### src/rtl/spi_target_sim.sv
// SPI target that oversamples sclk/pico/cs on the system clock, receives MSB-first bytes and answers on poci.
// Define SPI_TARGET_SIM_LOOPBACK_EN to echo the last received byte whenever no transmit byte is held.

module spi_target_sim #(
    parameter bit         CPOL      = 1'b0,
    parameter bit         CPHA      = 1'b0,
    parameter logic [7:0] IDLE_BYTE = 8'hFF
) (
    input  logic       clock,
    input  logic       reset,
    input  logic       sclk,
    input  logic       pico,
    input  logic       cs,
    output logic       poci,
    input  logic [7:0] tx_data,
    input  logic       tx_valid,
    output logic       tx_ready,
    output logic [7:0] rx_data,
    output logic       rx_valid,
    output logic       busy
);

    typedef enum logic {
        IDLE,
        ACTIVE
    } state_t;

    state_t     state;

    logic [2:0] sclk_sync;
    logic [2:0] pico_sync;
    logic [2:0] cs_sync;
    logic       lead_q;
    logic       trail_q;
    logic       cs_fall_q;
    logic       cs_rise_q;

    logic [2:0] bit_cnt;
    logic [7:0] rx_shift;
    logic [7:0] tx_shift;
    logic [7:0] hold;
    logic       full;
    logic       first_shift;

    logic       pico_s;
    logic       sample_edge;
    logic       shift_edge;
    logic       accept;
    logic       frame_load;
    logic [7:0] rx_next;
    logic [7:0] fill_byte;
    logic [7:0] load_byte;

    // Stages [0],[1] synchronise the pins; stage [2] is the previous value used for edge detection.
    // Edges are registered, so the core acts one cycle after they are detected.
    always_ff @(posedge clock or posedge reset) begin
        if (reset) begin
            sclk_sync <= {3{CPOL}};
            pico_sync <= 3'b000;
            cs_sync   <= 3'b111;
            lead_q    <= 1'b0;
            trail_q   <= 1'b0;
            cs_fall_q <= 1'b0;
            cs_rise_q <= 1'b0;
        end else begin
            sclk_sync <= {sclk_sync[1:0], sclk};
            pico_sync <= {pico_sync[1:0], pico};
            cs_sync   <= {cs_sync[1:0], cs};
            lead_q    <= (sclk_sync[1] != sclk_sync[2]) && (sclk_sync[1] != CPOL);
            trail_q   <= (sclk_sync[1] != sclk_sync[2]) && (sclk_sync[1] == CPOL);
            cs_fall_q <= ~cs_sync[1] & cs_sync[2];
            cs_rise_q <= cs_sync[1] & ~cs_sync[2];
        end
    end

    assign pico_s      = pico_sync[2];
    assign sample_edge = CPHA ? trail_q : lead_q;
    assign shift_edge  = CPHA ? lead_q : trail_q;
    assign rx_next     = {rx_shift[6:0], pico_s};
    assign accept      = tx_valid & ~full;
    assign frame_load  = (state == IDLE) ? cs_fall_q
                                         : (~cs_rise_q & sample_edge & (bit_cnt == 3'd7));

`ifdef SPI_TARGET_SIM_LOOPBACK_EN
    // At a byte boundary the just-completed byte is echoed, not the stale rx_data.
    assign fill_byte = (state == IDLE) ? rx_data : rx_next;
`else
    assign fill_byte = IDLE_BYTE;
`endif

    assign load_byte = full ? hold : fill_byte;
    assign tx_ready  = ~full;
    assign busy      = (state == ACTIVE);

    // A load in the same cycle as an accept sees the holding register empty, so the
    // accepted byte survives for the following frame.
    always_ff @(posedge clock or posedge reset) begin
        if (reset) begin
            state       <= IDLE;
            bit_cnt     <= 3'd0;
            rx_shift    <= 8'h00;
            tx_shift    <= 8'h00;
            hold        <= 8'h00;
            full        <= 1'b0;
            first_shift <= 1'b0;
            poci        <= 1'b0;
            rx_data     <= 8'h00;
            rx_valid    <= 1'b0;
        end else begin
            rx_valid <= 1'b0;

            if (accept) begin
                hold <= tx_data;
                full <= 1'b1;
            end else if (frame_load) begin
                full <= 1'b0;
            end

            if (frame_load) begin
                tx_shift    <= load_byte;
                first_shift <= 1'b1;
                if (!CPHA) begin
                    poci <= load_byte[7];
                end
            end

            case (state)
                IDLE: begin
                    if (cs_fall_q) begin
                        state   <= ACTIVE;
                        bit_cnt <= 3'd0;
                    end
                end
                ACTIVE: begin
                    if (cs_rise_q) begin
                        state       <= IDLE;
                        bit_cnt     <= 3'd0;
                        poci        <= 1'b0;
                        first_shift <= 1'b0;
                    end else if (sample_edge) begin
                        rx_shift <= rx_next;
                        bit_cnt  <= bit_cnt + 3'd1;
                        if (bit_cnt == 3'd7) begin
                            rx_data  <= rx_next;
                            rx_valid <= 1'b1;
                        end
                    end else if (shift_edge) begin
                        if (CPHA && first_shift) begin
                            poci        <= tx_shift[7];
                            first_shift <= 1'b0;
                        end else if (CPHA || (bit_cnt != 3'd0)) begin
                            poci     <= tx_shift[6];
                            tx_shift <= {tx_shift[6:0], 1'b0};
                        end
                    end
                end
                default: state <= IDLE;
            endcase
        end
    end

endmodule

### config.mk
export PLATFORM = sky130hd
export DESIGN_NAME = spi_target_sim
export DESIGN_NICKNAME = d
export VERILOG_FILES = /design/src/rtl/spi_target_sim.sv
export SDC_FILE = /design/constraint.sdc
export NUM_CORES = 1
export LEC_CHECK = 0
export CAP_MARGIN = 15
export CORE_MARGIN = 1.5
export CORE_UTILIZATION = 25
export DETAILED_ROUTE_END_ITERATION = 10
export PLACE_DENSITY = 0.51
export SYNTH_ARGS = -nofsm -noshare
export SYNTH_HDL_FRONTEND = slang
export SYNTH_SLANG_ARGS = --single-unit
### constraint.sdc
create_clock -name clock -period 2.7 [get_ports clock]
set_clock_uncertainty 0.05 [all_clocks]
set_input_delay 0.405 -clock clock [delete_from_list [all_inputs] [get_ports clock]]
set_output_delay 0.405 -clock clock [all_outputs]
set_load 0.01 [all_outputs]
==> summary.md <==
| Metric | Value |
|---|---|
| Outcome | `complete, no violations` |
| Crit-path cells | `clkinv_1, clkdlybuf4s50_1` |
| Synth area leaders | `dfrtp_1 (61%), nand2_1 (9.3%), mux2_2 (4.6%)` |
| Nets@finish | `217` |
| Overflow after GRT | `0` |
| Max Cap Viol | `0` |
| Total CTS buffers | `5` |
| Post-Place Cells | `292` |
| Largest net degree at the start of global routing | `51` |
| Setup-failing EPs final | `0` |
| Worst setup path startpoint | `full` |
| Yosys top cell area share | `60.7%` |
| Async SR Flop Fraction | `100%` |
| Slowest cell on crit path | `clkdlybuf4s50_1` |
| Cell area after synthesis | `1940 µm²` |
| Comb pwr share | `18.9%` |
| Worst-path fanout max | `10` |
| Kind of critical path | `reg -> out` |
| Clock root buffer | `clkbuf_8` |
| Core ar. | `7370 µm²` |
| Final Cycle Share | `69.8%` |
| DR vias | `1260` |
| Clock group share of total power | `24.4%` |
| Antenna violations before repair | `0` |
| Placed cell areas | `2310 µm²` |
| Slew of the pin with the lowest slew margin | `0.427 ns` |
| CTS sink cnt | `50` |
| Type of the tightest min-delay check | `reg -> reg` |
| Switching power | `512 µW` |
| #FFs+latches synth | `50` |
| Routed len/inst | `11.0 µm` |
| Area of the die | `8290 µm²` |
| Die span in y | `91.0 µm` |
| Row count | `31` |
| Post-Layout Cell Count | `300` |
| Synth area leader | `dfrtp_1` |
| Post-synth EDFFs | `0` |
| Minimum clock period | `1.88 ns` |
| Ys flop type | `dfrtp_1` |
| Setup bufs post-CTS | `0` |
| CTS Hold Bufs | `0` |
| # port buffers | `25` |
| Num ports | `26` |
| Final slew viol count | `0` |
| Sequential Power Share | `56.7%` |
| GRT Total Usage | `8.55%` |
| Setup TNS Final | `0 ns` |
| Worst-Skew Late Latency | `0.30 ns` |
| Max-slew headroom | `71.5%` |
| First-pass GRT wire length | `5.61 mm` |
| Internal power | `1330 µW` |
| Area Growth Syn to Fin | `24.1%` |
| Sw Share | `27.9%` |
| Fin area | `2410 µm²` |
| R2R cell count | `6` |
| RSZ-0062 raised after global routing | `no` |
| TritonCTS clock tree | `yes` |
| Critical Path End Type | `output pin` |
| Reg2Reg Launch Point | `bit_cnt[0]` |
| Avg Cell Area, Syn | `11.4 µm²` |
| CP max stage delay | `0.55 ns` |
| Die W | `91.0 µm` |
| Hpwl dp | `2.27 mm` |
| Via density | `4.20` |
| Clk slew on worst S/H paths | `0.09 ns` |
| Synth warnings | `0` |
| H-tree levels | `2` |
| # diodes | `0` |
| Fmax | `0.531 GHz` |
| DRT iter0 DRCs | `73` |
| Share of layout cells above drive strength 1 | `13.9%` |
| Syn Inst Count | `170` |
| Final GP Congestion | `0.713` |
| Top post-synthesis cells by count | `nand2_1 (48), dfrtp_1 (47), mux2_2 (8)` |
| Syn_nets | `187` |
| Remaining antenna violation count | `0` |
| Distinct cells, synth | `29` |
| Most numerous cell in the Yosys netlist | `nand2_1` |
| Worst R2R Setup Slack | `1.01 ns` |
| Post-CTS sizing | `0` |
| Required time of the critical path | `2.25 ns` |
| Initial Util | `26.3%` |
| DR DRC count | `0` |
| Number of global-route vias before repair | `1160` |
| Post-Route WL | `3.29 mm` |
| Seq/Total Area, Yosys | `64.8%` |
| Clock Path Buffers | `2` |
| Lkg Pwr | `0.00113 µW` |
| Initial DRT Pass Iterations | `4` |
| Worst r2r dst | `rx_data[6]` |
| Final hold vios | `0` |
| Setup crit start kind | `flip-flop` |
| IR drop worst, VDD | `0.000232 V` |
| PD cells | `764 nW/µm²` |
| Critical path endpoint | `tx_ready` |
| CP arrival | `1.43 ns` |
## state kept, by name, indices dropped and copies added (netlist names)
name,count
hold,8
rx_data,8
rx_shift,7
tx_shift,7
bit_cnt,3
cs_sync,3
pico_sync,3
sclk_sync,3
busy,1
cs_fall_q,1
cs_rise_q,1
full,1
lead_q,1
poci,1
rx_valid,1
shift_edge,1
## through the flow
| step | power [µW] | utilization (%) | hold slack [ns] | worst slack, ns |
|---|---|---|---|---|
| 6_report | 1840 | 32.6 | 0.295 | 0.816 |
| 5_1_grt | 1960 | 32.6 | 0.312 | 0.713 |
| 4_1_cts | 1870 | 32.6 | 0.299 | 0.776 |
| 3_5_place_dp | 1410 | 31.4 | 0.285 | 0.986 |
| 3_3_place_gp | 1410 | 31.4 | 0.281 | 1.03 |
| 2_1_floorplan | 1280 | - | 0.281 | 1.05 |
## how the worst min path moves through the flow
stage	from	endpoint	slack, ns	cells after the start
floorplan	pico_sync[0]	pico_sync[1]	0.28	0
global placement	sclk_sync[0]	sclk_sync[1]	0.28	0
detailed placement	pico_sync[1]	pico_sync[2]	0.28	0
CTS	pico_sync[1]	pico_sync[2]	0.30	0
global route	pico_sync[0]	pico_sync[1]	0.31	0
finish	pico_sync[1]	pico_sync[2]	0.30	0
## worst max-delay path, delay by kind of cell (launching register included)
family / cells / cell delay [ns]
flops: 1 / 0.36
buf+inv: 2 / 0.77
## logic make-up (layout without fill, tap and decap cells)
family,count (synthesis),after routing,share of synthesized area [%]
AO/OA/AOI/OAI,22,22,7.17
adder cells (fa/ha/maj),3,3,1.94
buffers and inverters,11,42,2.84
flip-flops,50,50,64.8
multiplexers,8,8,4.65
AND/OR/NAND/NOR,76,76,18.7
## power by group through the flow
| stage | clock (µW) | sequential [µW] | combinational, µW |
|---|---|---|---|
| after CTS | 464 | 1040 | 357 |
| after global placement | 0 | 1060 | 352 |
| after detailed placement | 0 | 1060 | 357 |
| final | 448 | 1040 | 348 |
| after global routing | 497 | 1070 | 393 |
| after floorplan | 0 | 1030 | 248 |
## per-layer routing
layer	GRT usage, %	vias up	part of all wire [%]
met5	0	-	0
met4	3.91	0	1.7
met3	2.60	7	4.2
met2	12.4	23	45
met1	11.7	603	49
li1	-	627	-
## cells in the final DEF (no fill, tap or decap)
cell,synthesis,final
nand2_4,1,1
nand3_1,7,7
nor2_2,2,2
inv_2,1,2
o21bai_1,1,1
o22ai_1,1,1
nor2_1,6,6
o21ai_1,1,1
buf_4,1,1
nand2b_1,3,3
clkbuf_8,0,6
a21boi_1,1,1
a211oi_1,1,1
o21ai_0,7,7
o32ai_1,1,1
a22o_1,2,2
dfrtp_1,47,47
clkdlybuf4s50_1,0,25
nor2b_1,6,6
buf_12,0,1
clkinv_2,0,1
ha_1,3,3
clkinv_1,2,2
dfstp_2,3,3
and2b_1,1,1
nand4_2,1,1
mux2_2,8,8
inv_1,4,3
nand4b_4,1,1
a31oi_1,7,7
clkinvlp_4,0,1
nand2_1,48,48
## layout make-up
class / count / area, µm²
clock buffers: 6 / 82.6
clock inverters: 2 / 12.5
fillers: 768 / 4960
inverters: 7 / 26.3
multi-input cells: 109 / 628
flip-flops and latches: 50 / 1250
well taps: 99 / 124
repair buffers: 27 / 278
Note: power is estimated with default switching activity, not from simulation.
